==> config.mk <==
export PLATFORM = sky130hd
export DESIGN_NAME = reg_wb_queue
export DESIGN_NICKNAME = d
export VERILOG_FILES = /design/src/rtl/reg_wb_pkg.sv /design/src/rtl/reg_wb_match.sv /design/src/rtl/reg_wb_queue.sv
export SDC_FILE = /design/constraint.sdc
export NUM_CORES = 1
export LEC_CHECK = 0
export CORE_UTILIZATION = 40
export CTS_CLUSTER_SIZE = 25
export DETAILED_ROUTE_END_ITERATION = 8
export HOLD_SLACK_MARGIN = 0.12
export PLACE_DENSITY = 0.74
export SKIP_CTS_REPAIR_TIMING = 1
export SLEW_MARGIN = 20
export SYNTH_ARGS = -nofsm -noshare
export SYNTH_HDL_FRONTEND = slang
export SYNTH_HIERARCHICAL = 1
export SYNTH_SLANG_ARGS = --single-unit
==> constraint.sdc <==
create_clock -name clk_i -period 7.24 [get_ports clk_i]
set_clock_uncertainty 0.2 [all_clocks]
set_input_delay 1.448 -clock clk_i [delete_from_list [all_inputs] [get_ports clk_i]]
set_output_delay 1.448 -clock clk_i [all_outputs]
set_load 0.01 [all_outputs]
==> src/rtl/reg_wb_pkg.sv <==
// Shared constants and the queue entry type for the register-file writeback path.
package reg_wb_pkg;
  localparam int REG_AW = 5;
  localparam int REG_DW = 32;
  localparam logic [REG_AW-1:0] REG_ZERO = 5'd0;

  // One pending register write.
  typedef struct packed {
    logic [REG_AW-1:0] addr;
    logic [REG_DW-1:0] data;
    logic              valid;
  } wb_entry_t;
endpackage

==> src/rtl/reg_wb_match.sv <==
// Youngest-match search over the pending writeback entries for one read port.
// Walks entries from head (oldest) toward tail-1 (youngest) so the last hit wins.
module reg_wb_match
  import reg_wb_pkg::*;
#(
  parameter int DEPTH = 4
) (
  input  wb_entry_t [DEPTH-1:0]         ents,
  input  logic [$clog2(DEPTH)-1:0]      head,
  input  logic [REG_AW-1:0]             addr,
  output logic                          hit,
  output logic [REG_DW-1:0]             data
);
  localparam int PW = $clog2(DEPTH);

  logic [PW-1:0] idx;

  // Age-ordered scan; only valid entries can match, and r0 never matches.
  always_comb begin
    hit  = 1'b0;
    data = '0;
    idx  = '0;
    for (int k = 0; k < DEPTH; k++) begin
      idx = head + PW'(k);
      if (ents[idx].valid && ents[idx].addr == addr && addr != REG_ZERO) begin
        hit  = 1'b1;
        data = ents[idx].data;
      end
    end
  end
endmodule

==> src/rtl/reg_wb_queue.sv <==
// In-order writeback queue driving the 32x32 register file write port.
// Optional read bypass of pending writes: define REG_WB_BYPASS_EN.
module reg_wb_queue
  import reg_wb_pkg::*;
#(
  parameter int DEPTH = 4,
  parameter int AW    = REG_AW,
  parameter int DW    = REG_DW
) (
  input  logic                     clk_i,
  input  logic                     rst_i,
  input  logic                     wb_valid_i,
  output logic                     wb_ready_o,
  input  logic [AW-1:0]            wb_addr_i,
  input  logic [DW-1:0]            wb_data_i,
  input  logic                     drain_hold_i,
  output logic [AW-1:0]            RDaddr_o,
  output logic [DW-1:0]            RDdata_o,
  output logic                     RegWrite_o,
  input  logic [AW-1:0]            RSaddr_i,
  input  logic [AW-1:0]            RTaddr_i,
  output logic                     RS_hit_o,
  output logic [DW-1:0]            RS_data_o,
  output logic                     RT_hit_o,
  output logic [DW-1:0]            RT_data_o,
  output logic [$clog2(DEPTH):0]   count_o
);
  localparam int PW = $clog2(DEPTH);
  localparam int CW = PW + 1;

  // Entry storage uses the package widths; AW/DW default to them.
  wb_entry_t [DEPTH-1:0] q;
  logic [PW-1:0]         head, tail;
  logic [CW-1:0]         count;
  logic                  push, pop, nonempty;

  assign nonempty   = (count != '0);
  assign wb_ready_o = (count < CW'(DEPTH));
  // r0 writes complete the handshake but are dropped.
  assign push       = wb_valid_i && wb_ready_o && (wb_addr_i != REG_ZERO);
  // Held low during reset so the discarded head is not written on the reset edge.
  assign RegWrite_o = rst_i && nonempty && !drain_hold_i;
  assign pop        = RegWrite_o;
  assign RDaddr_o   = nonempty ? q[head].addr : '0;
  assign RDdata_o   = nonempty ? q[head].data : '0;
  assign count_o    = count;

  // Queue state: pointers, occupancy and entry storage.
  always_ff @(posedge clk_i) begin
    if (!rst_i) begin
      head  <= '0;
      tail  <= '0;
      count <= '0;
      for (int i = 0; i < DEPTH; i++) q[i] <= '0;
    end else begin
      if (pop) begin
        q[head].valid <= 1'b0;
        head          <= head + PW'(1);
      end
      if (push) begin
        q[tail] <= '{addr: wb_addr_i, data: wb_data_i, valid: 1'b1};
        tail    <= tail + PW'(1);
      end
      case ({push, pop})
        2'b10:   count <= count + CW'(1);
        2'b01:   count <= count - CW'(1);
        default: count <= count;
      endcase
    end
  end

`ifdef REG_WB_BYPASS_EN
  reg_wb_match #(.DEPTH(DEPTH)) u_rs_match (
    .ents (q),
    .head (head),
    .addr (RSaddr_i),
    .hit  (RS_hit_o),
    .data (RS_data_o)
  );

  reg_wb_match #(.DEPTH(DEPTH)) u_rt_match (
    .ents (q),
    .head (head),
    .addr (RTaddr_i),
    .hit  (RT_hit_o),
    .data (RT_data_o)
  );
`else
  // Without bypass the consumer stalls reads until the queue is empty.
  logic unused_byp;
  assign unused_byp = ^{RSaddr_i, RTaddr_i, q};
  assign RS_hit_o   = 1'b0;
  assign RS_data_o  = '0;
  assign RT_hit_o   = 1'b0;
  assign RT_data_o  = '0;
`endif
endmodule

==> run_results.csv, run 1 <==
group,metric,value,unit
worst_setup_path,path_buf_inv,2,
global_routing,overflow,0,
timing,finalCritPeriodShare,0.6574,
worst_setup_path,end_kind,"output port",
worst_setup_path,required,5.59,ns
worst_setup_path,r2r_start,"count_o[2]$_SDFFE_PN0P_",
clock_network,cts_tree,"built",
drt,wirelength,14.85,mm
power_and_ir_drop,p_total,2.333,mW
final_layout,num-nets-final,837,
die,dieArea,19550,um2
die,start_util,0.4074,
die,pin_count,159,
final_layout,antennaDiodeCount,0,
die,core.rowCount,50,
logic_synthesis,ys_types,26,
timing,worst_slack,2.481,ns
global_routing,grt_usage,0.1597,
worst_hold_path,holdCritPathClass,"reg -> reg",
worst_setup_path,path_max_fanout,112,
timing,finalSetupViolCount,0,
clock_network,root_buffer,"clkbuf_16",
flow_run,maxCapViolCount,0,
worst_setup_path,cp-startpoint,"rst_i",
global_routing,antenna_found_initial,0,
timing,clock.fmax,0.2101,GHz
status,status,"finished clean",
logic_synthesis,synth.area.top_cells,"dfxtp_1 41%, mux2i_1 20%, mux4_2 11%",
final_layout,synthToLayoutAreaGrowth,15.30,%
drt,drc,0,
worst_setup_path,cp_data_arrival_time,3.11,ns
worst_setup_path,worstSetupStartpointType,"primary input",
die,die_h,139.8,um
final_layout,n_fill_cell,1720,
logic_synthesis,yosys.area.top_type,"dfxtp_1",
timing,relSlewSlack,0.3282,
logic_synthesis,yosysWarnings,6,
logic_synthesis,synthesis.area,7596,um2
final_layout,instances_no_fill,1026,
clock_network,cts_sinks,155,
global_routing,grt_max_degree,113,
timing,rsz0062_at_grt,"false",
timing,tns,0,ns
drt,final_antenna_net_count,0,
die,die_x,139.8,um
power_and_ir_drop,p_leak,4.040,nW
clock_network,htree_levels,4,
worst_setup_path,critPathSlowestCell,"clkdlybuf4s50_1",
logic_synthesis,yosysSeqAreaShare,0.4085,
place,hpwlAfterDp,9.169,mm
final_layout,drive_gt1_frac,0.1061,
logic_synthesis,ys_seq_elements,155,
timing,min_period,4.759,ns
worst_setup_path,crit_family,"buffers and inverters",
drt,vias_per_cell,4.825,
timing,hold_viol_final,0,
drt,vias,4950,
drt,routedWlPerCell,14.47,um
logic_synthesis,avgSynthCellArea,10.52,um2
drt,drt_iter0_markers,163,
clock_network,clock_path_buffers,2,
place,place_inst,995,
place,place_congestion,0.7063,
worst_setup_path,cp_slowest_stage_delay,0.62,ns
drt,first_pass_iters,4,
worst_setup_path,cp_cell_sequence,"buf_6 > nor3b_1 > clkdlybuf4s50_1",
timing,slew_viol_final,0,
power_and_ir_drop,irDropWorstVdd,0.0001649,V
power_and_ir_drop,powerDensity,266.4,nW/um2
global_routing,grt_pass1_vias,4909,
place,io_buffers,82,
worst_setup_path,path_class,"in -> out",
die,coreArea,18640,um2
timing,worstMarginPinSlew,1.003,ns
worst_hold_path,min-delay-start,"q[86]$_SDFFE_PN0P_",
logic_synthesis,synth_cells,722,
place,dpl_worst_slack,2.429,ns
clock_network,worstSkewPairLatency,0.42,ns
clock_network,numCtsBuffers,17,
clock_network,clk_pin_slew,0.06,ns
global_routing,grt_pass1_wl,24.25,mm
logic_synthesis,synth_top_area_frac,0.4085,
-- final timing paths --
kind                        endpoint  slack, ns  cells after the start
max reg2reg  count_o[2]$_SDFFE_PN0P_       4.52                      8
min reg2reg       q[86]$_SDFFE_PN0P_       0.26                      2
max                       RegWrite_o       2.48                      3
min               q[86]$_SDFFE_PN0P_       0.26                      2
-- logic make-up after synthesis --
kind of cell             Yosys count  share of synthesized area
AND/OR/NAND/NOR                  238                     0.1339
AO/OA/AOI/OAI                     10                    0.01120
XOR/XNOR                           2                   0.002306
multiplexers                     188                     0.3087
buffers and inverters            122                     0.1240
flip-flops                       155                     0.4085
adder cells (fa/ha/maj)            6                    0.01087
other                              1                  0.0004937
-- flip-flops by register name, indices dropped and copies added, names as in the netlist --
register  flops
q           148
count_o       3
head          2
tail          2
-- metrics by stage --
step,instance area [um2],hold WS (ns),util
floorplan,7840,0.2353,-
global placement,8140,0.2424,0.4366
detailed placement,8140,0.2487,0.4366
CTS,8758,0.2595,0.4698
global route,8758,0.2773,0.4698
finish,8758,0.2577,0.4698
-- cell type report --
type / instances / area, um2 / area share
Multi-Input combinational cell: 510 / 3835 / 0.4379
Sequential cell: 155 / 3108 / 0.3549
Timing Repair Buffer: 90 / 882.1 / 0.1007
Clock buffer: 18 / 429.2 / 0.04900
Tap cell: 234 / 292.8 / 0.03343
Clock inverter: 13 / 188.9 / 0.02157
Inverter: 6 / 22.52 / 0.002571
-- placed cells by master (no fill, tap or decap), types with 2 or more instances in the layout --
cell,count
o211ai_4,4
clkinv_4,3
inv_1,6
bufinv_16,4
mux2i_1,151
and2_1,2
inv_6,3
or3_1,2
nor3b_1,2
conb_1,66
a21boi_0,2
clkdlybuf4s50_1,81
dfxtp_1,153
nor2b_1,38
clkinv_2,2
ha_1,5
mux4_2,37
buf_4,8
nand2_1,191
clkbuf_16,17
o21ai_0,3
-- worst register-to-register path, stage by stage (launching register included) --
cell and delay (ns):
dfxtp_1 0.36, nor2b_1 0.70, o21ai_1 0.33, ha_1 0.30, inv_1 0.07, fa_1 0.17
xor2_1 0.07, or3_1 0.30, a21boi_0 0.15
-- synthesized netlist by cell type, drive strengths merged --
library cell / instances
ha: 5
nor3: 1
o21ai: 4
and2: 2
nor2b: 38
clkbuf: 27
nand2b: 1
a21boi: 2
nor3b: 2
o211ai: 4
fa: 1
mux4: 37
nand2: 191
buf: 89
or3: 2
conb: 1
mux2i: 151
xor2: 1
or4: 1
inv: 6
xnor2: 1
dfxtp: 155
-- power breakdown --
part / total (mW) / internal [mW] / switching, mW
Sequential: 0.956 / 0.907 / 0.0488
Combinational: 0.445 / 0.214 / 0.231
Clock: 0.933 / 0.578 / 0.354
-- per-layer routing --
metal / vias up / routed length [um] / track usage
met2: 119 / 7257 / 0.2742
li1: 2428 / - / -
met4: 0 / 223 / 0.05668
met5: - / 0 / 0
met3: 17 / 565 / 0.03854
met1: 2386 / 6805 / 0.1940
Power figures use the tool's default switching activity.
==> run 2: changes to the inputs <==
==> constraint.sdc (replaced) <==
create_clock -name clk_i -period 4.4 [get_ports clk_i]
set_clock_uncertainty 0.2 [all_clocks]
set_input_delay 0.88 -clock clk_i [delete_from_list [all_inputs] [get_ports clk_i]]
set_output_delay 0.88 -clock clk_i [all_outputs]
set_load 0.01 [all_outputs]
==> run 2 against run 1 <==
Effect of this change: utilization increased by 0.15 points; die area stayed put; combinational power rose by 63%; clock power is 61% higher; highest routed layer unchanged.
==> run_results.csv, run 2 (synthesis results as in run 1) <==
group,metric,value,unit
status,status,"finished clean",
place,place_congestion,0.7279,
clock_network,cts_sinks,155,
timing,clock.fmax,0.2714,GHz
worst_setup_path,worstSetupStartpointType,"flip-flop",
timing,rsz0062_at_grt,"false",
timing,tns,0,ns
final_layout,fin_util,0.4713,
final_layout,antennaDiodeCount,0,
clock_network,clock_path_buffers,2,
die,core.rowCount,50,
global_routing,antenna_found_initial,0,
timing,worstMarginPinSlew,0.9827,ns
timing,slew_viol_final,0,
drt,wirelength,14.82,mm
timing,min_period,3.684,ns
die,pin_count,159,
clock_network,numCtsBuffers,17,
worst_setup_path,cp_slowest_stage_delay,0.90,ns
die,dieArea,19550,um2
timing,worst_slack,0.7158,ns
place,dpl_worst_slack,0.5451,ns
drt,final_antenna_net_count,0,
timing,finalSetupViolCount,0,
place,place_inst,1001,
clock_network,clk_pin_slew,0.07,ns
drt,drt_iter0_markers,200,
die,start_util,0.4074,
power_and_ir_drop,p_total,3.801,mW
drt,drc,0,
clock_network,worstSkewPairLatency,0.42,ns
power_and_ir_drop,pwr-share-clk,0.394,
worst_setup_path,path_class,"reg -> out",
power_and_ir_drop,p_leak,4.058,nW
worst_setup_path,cp_cell_sequence,"mux4_2 > nor2b_1 > clkdlybuf4s50_1",
global_routing,grt_pass1_wl,24.34,mm
final_layout,num-nets-final,843,
die,coreArea,18640,um2
final_layout,largest-register,"q",
worst_setup_path,cp-startpoint,"head[1]$_SDFFE_PN0P_",
global_routing,grt_max_degree,102,
power_and_ir_drop,p_int,2.703,mW
timing,relSlewSlack,0.3448,
worst_hold_path,min-delay-start,"q[39]$_SDFFE_PN0P_",
place,io_buffers,82,
worst_setup_path,end_kind,"output port",
final_layout,final_cell_mix,"191 x nand2_1, 153 x dfxtp_1, 151 x mux2i_1",
clock_network,htree_levels,4,
power_and_ir_drop,powerDensity,432.5,nW/um2
worst_setup_path,path_depth,3,
worst_hold_path,holdCritPathClass,"reg -> reg",
global_routing,grt_pass1_vias,4942,
drt,first_pass_iters,4,
worst_setup_path,required,3.32,ns
drt,vias_per_cell,4.802,
worst_setup_path,crit_family,"flip-flops",
final_layout,instances_no_fill,1033,
timing,hold_viol_final,0,
final_layout,final_common_cell,"nand2_1",
power_and_ir_drop,p_sw,1.098,mW
worst_setup_path,critPathSlowestCell,"dfxtp_4",
final_layout,drive_gt1_frac,0.1151,
power_and_ir_drop,irDropWorstVdd,0.0002554,V
final_layout,synthToLayoutAreaGrowth,15.68,%
worst_setup_path,rr_worst_depth,8,
worst_setup_path,path_max_fanout,39,
power_and_ir_drop,swShare,0.2888,
final_layout,largest_register_ffs,148,
die,die_h,139.8,um
global_routing,grt_usage,0.1590,
drt,vias,4960,
worst_hold_path,min_path_cells,2,
worst_setup_path,path_buf_inv,1,
clock_network,cts_tree,"built",
power_and_ir_drop,combPwrFrac,0.191,
flow_run,maxCapViolCount,0,
global_routing,overflow,0,
worst_setup_path,r2r_start,"count_o[2]$_SDFFE_PN0P_",
worst_setup_path,cp_data_arrival_time,2.60,ns
clock_network,root_buffer,"clkbuf_16",
final_layout,finalInstanceArea,8787,um2
place,placed_area,8185,um2
timing,hold_slack,0.2562,ns
die,die_x,139.8,um
place,hpwlAfterDp,9.179,mm
drt,routedWlPerCell,14.34,um
power_and_ir_drop,pwr-share-seq,0.415,
timing,finalCritPeriodShare,0.8373,
-- run 2: per-layer routing --
layer	GRT usage	share of wire	vias up
met1	0.1979	0.46	2408
met2	0.2705	0.49	112
met3	0.03923	0.039	14
met4	0.04858	0.010	0
li1	-	-	2426
met5	0	0	-
-- run 2: power groups by stage --
stage	registers (mW)	clock network, mW	logic (mW)
after global routing	1.59	1.59	0.790
final	1.58	1.50	0.727
after global placement	1.61	0	0.730
after floorplan	1.56	0	0.586
after CTS	1.58	1.53	0.741
after detailed placement	1.61	0	0.738
-- run 2: final timing paths --
path	slack, ns	to
setup / recovery	0.72	RDdata_o[27]
hold / removal	0.26	q[39]$_SDFFE_PN0P_
setup reg to reg	1.96	count_o[2]$_SDFFE_PN0P_
hold reg to reg	0.26	q[39]$_SDFFE_PN0P_
-- run 2: layout make-up --
cell class                 instances  area [um2]
clock buffer                      17       425.4
clock inverter                    15       176.4
fill                            1725        9856
inverter                           6       22.52
multi-input combinational        510        3835
sequential                       155        3108
tap                              234       292.8
timing repair buffer              96       927.1
-- run 2: worst reg2reg max path, delay by kind of cell (launching register included) --
kind / cells / cell delay (ns)
DFF: 1 / 0.44
adders and majority gates: 2 / 0.62
AOI/OAI and AO/OA: 1 / 0.16
buffers and inverters: 1 / 0.06
xor gates and xnor gates: 1 / 0.15
and+or+nand+nor: 3 / 0.75
==> run 3: changes to the inputs <==
==> constraint.sdc (replaced) <==
create_clock -name clk_i -period 3.6 [get_ports clk_i]
set_clock_uncertainty 0.2 [all_clocks]
set_input_delay 0.72 -clock clk_i [delete_from_list [all_inputs] [get_ports clk_i]]
set_output_delay 0.72 -clock clk_i [all_outputs]
set_load 0.01 [all_outputs]
==> run 3 against run 2 <==
Effect of this change: non-clock buffer count is 7 higher; largest power group unchanged; hold slack barely moved; worst setup slack worse by 0.49 ns; register-to-register slack lost 0.98 ns; die area is the same; combinational power is 30% higher; power up 23%; global-route usage up 0.22 points; utilization up 0.62 points; wire length grew 0.71%; sequential power up 21%; critical path type unchanged.
==> run_results.csv, run 3 (synthesis results as in run 1) <==
group,metric,value,unit
final_layout,drive_gt1_frac,0.1228,
worst_hold_path,min_path_cells,2,
worst_setup_path,required,2.68,ns
global_routing,antenna_found_initial,0,
worst_setup_path,path_class,"reg -> out",
timing,min_period,3.370,ns
place,io_buffers,82,
worst_setup_path,r2r_start,"count_o[2]$_SDFFE_PN0P_",
timing,tns,0,ns
global_routing,grt_usage,0.1612,
timing,worst_slack,0.2297,ns
timing,finalSetupViolCount,0,
flow_run,maxCapViolCount,0,
clock_network,clock_path_buffers,2,
die,pin_count,159,
clock_network,cts_sinks,155,
drt,drc,0,
place,hpwlAfterDp,9.370,mm
power_and_ir_drop,irDropWorstVdd,0.0003526,V
die,die_x,139.8,um
global_routing,grt_max_degree,196,
worst_setup_path,end_kind,"output port",
clock_network,worstSkewPairLatency,0.42,ns
power_and_ir_drop,pwr-share-seq,0.410,
final_layout,antennaDiodeCount,0,
timing,clock.fmax,0.2967,GHz
clock_network,cts_tree,"built",
worst_hold_path,holdCritPathClass,"reg -> reg",
clock_network,clk_pin_slew,0.06,ns
power_and_ir_drop,p_int,3.363,mW
global_routing,grt_pass1_vias,4866,
status,status,"finished clean",
worst_setup_path,rr_worst_depth,10,
clock_network,htree_levels,4,
timing,slew_viol_final,0,
power_and_ir_drop,pwr-share-clk,0.388,
power_and_ir_drop,swShare,0.2785,
drt,vias,4952,
drt,routedWlPerCell,14.35,um
final_layout,final_cell_mix,"191 x nand2_1, 153 x dfxtp_1, 151 x mux2i_1",
timing,hold_viol_final,0,
global_routing,overflow,0,
power_and_ir_drop,p_sw,1.298,mW
final_layout,num-nets-final,850,
place,dpl_worst_slack,0.1766,ns
final_layout,multi_input_area,3835,um2
die,dieArea,19550,um2
place,placed_area,8300,um2
worst_hold_path,min_delay_worst_endpoint,"q[146]$_SDFFE_PN0P_",
drt,first_pass_iters,4,
power_and_ir_drop,p_leak,4.116,nW
die,die_h,139.8,um
timing,relSlewSlack,0.4071,
die,core.rowCount,50,
clock_network,numCtsBuffers,17,
timing,worstMarginPinSlew,0.8894,ns
worst_hold_path,min-delay-start,"q[146]$_SDFFE_PN0P_",
die,start_util,0.4074,
drt,drt_iter0_markers,254,
final_layout,regArea,3108,um2
final_layout,finalInstanceArea,8904,um2
drt,final_antenna_net_count,0,
timing,hold_slack,0.2560,ns
final_layout,synthToLayoutAreaGrowth,17.21,%
drt,wirelength,14.92,mm
clock_network,root_buffer,"clkbuf_16",
die,coreArea,18640,um2
final_layout,largest_register_ffs,148,
power_and_ir_drop,combPwrFrac,0.202,
final_layout,n_fill_cell,1725,
worst_setup_path,reg2reg_to,"count_o[2]$_SDFFE_PN0P_",
final_layout,final_common_cell,"nand2_1",
final_layout,largest-register,"q",
worst_setup_path,path_max_fanout,22,
worst_setup_path,worstSetupStartpointType,"flip-flop",
power_and_ir_drop,powerDensity,523.5,nW/um2
timing,rsz0062_at_grt,"false",
timing,finalCritPeriodShare,0.9362,
global_routing,grt_pass1_wl,24.61,mm
drt,vias_per_cell,4.762,
worst_setup_path,cp_data_arrival_time,2.45,ns
worst_setup_path,r2r_setup_slack,0.98,ns
place,place_congestion,0.7283,
-- run 3: cell types whose count changed in the layout (fill, tap and decap cells not counted), sizes merged --
cell,delta
clkbuf,+2
clkinvlp,+1
clkinv,+5
inv,-8
buf,+7
-- run 3: critical path, cell delays in order (launching register included) --
cell,delay [ns]
dfxtp_4,0.63
buf_4,0.24
mux4_2,0.49
nor2b_1,0.14
clkdlybuf4s50_1,0.52
-- run 3: area by class of cell --
type | instances | share of cell area
Multi-Input combinational cell | 510 | 0.4307
Sequential cell | 155 | 0.3491
Timing Repair Buffer | 103 | 0.1171
Clock buffer | 19 | 0.05214
Tap cell | 234 | 0.03288
Clock inverter | 13 | 0.01560
Inverter | 6 | 0.002530
-- run 3: layer usage --
layer | up-vias | GRT usage | wire [um]
met3 | 16 | 0.04680 | 598
met5 | - | 0 | 0
li1 | 2437 | - | -
met1 | 2362 | 0.2072 | 7100
met2 | 137 | 0.2587 | 7034
met4 | 0 | 0.05437 | 189
-- run 3: how the worst max path moves through the flow --
stage                               to                 start  slack [ns]  cells after the start
3_5_place_dp   count_o[2]$_SDFFE_PN0P_          wb_addr_i[2]        0.18                      9
3_3_place_gp   count_o[2]$_SDFFE_PN0P_          wb_addr_i[2]        0.18                      9
5_1_grt                   RDdata_o[17]  head[1]$_SDFFE_PN0P_        0.08                      4
2_1_floorplan  count_o[2]$_SDFFE_PN0P_                 rst_i        0.47                      9
6_report                  RDdata_o[17]  head[1]$_SDFFE_PN0P_        0.23                      4
4_1_cts                    RDdata_o[6]  head[1]$_SDFFE_PN0P_        0.17                      4
-- run 3: power by group through the flow --
stage	clock (mW)	sequential [mW]	combinational (mW)
after floorplan	0	1.91	0.716
after global placement	0	1.94	0.948
after detailed placement	0	1.95	0.955
after CTS	1.85	1.91	0.959
after global routing	1.93	1.92	1.02
final	1.81	1.91	0.942
-- run 3: per-stage QoR --
stage / power [mW] / std cells / util
3_5_place_dp: 2.902 / 1008 / 0.4452
6_report: 4.661 / 1040 / 0.4776
3_3_place_gp: 2.892 / 1008 / 0.4452
4_1_cts: 4.719 / 1040 / 0.4776
5_1_grt: 4.874 / 1040 / 0.4776
2_1_floorplan: 2.624 / 787 / -
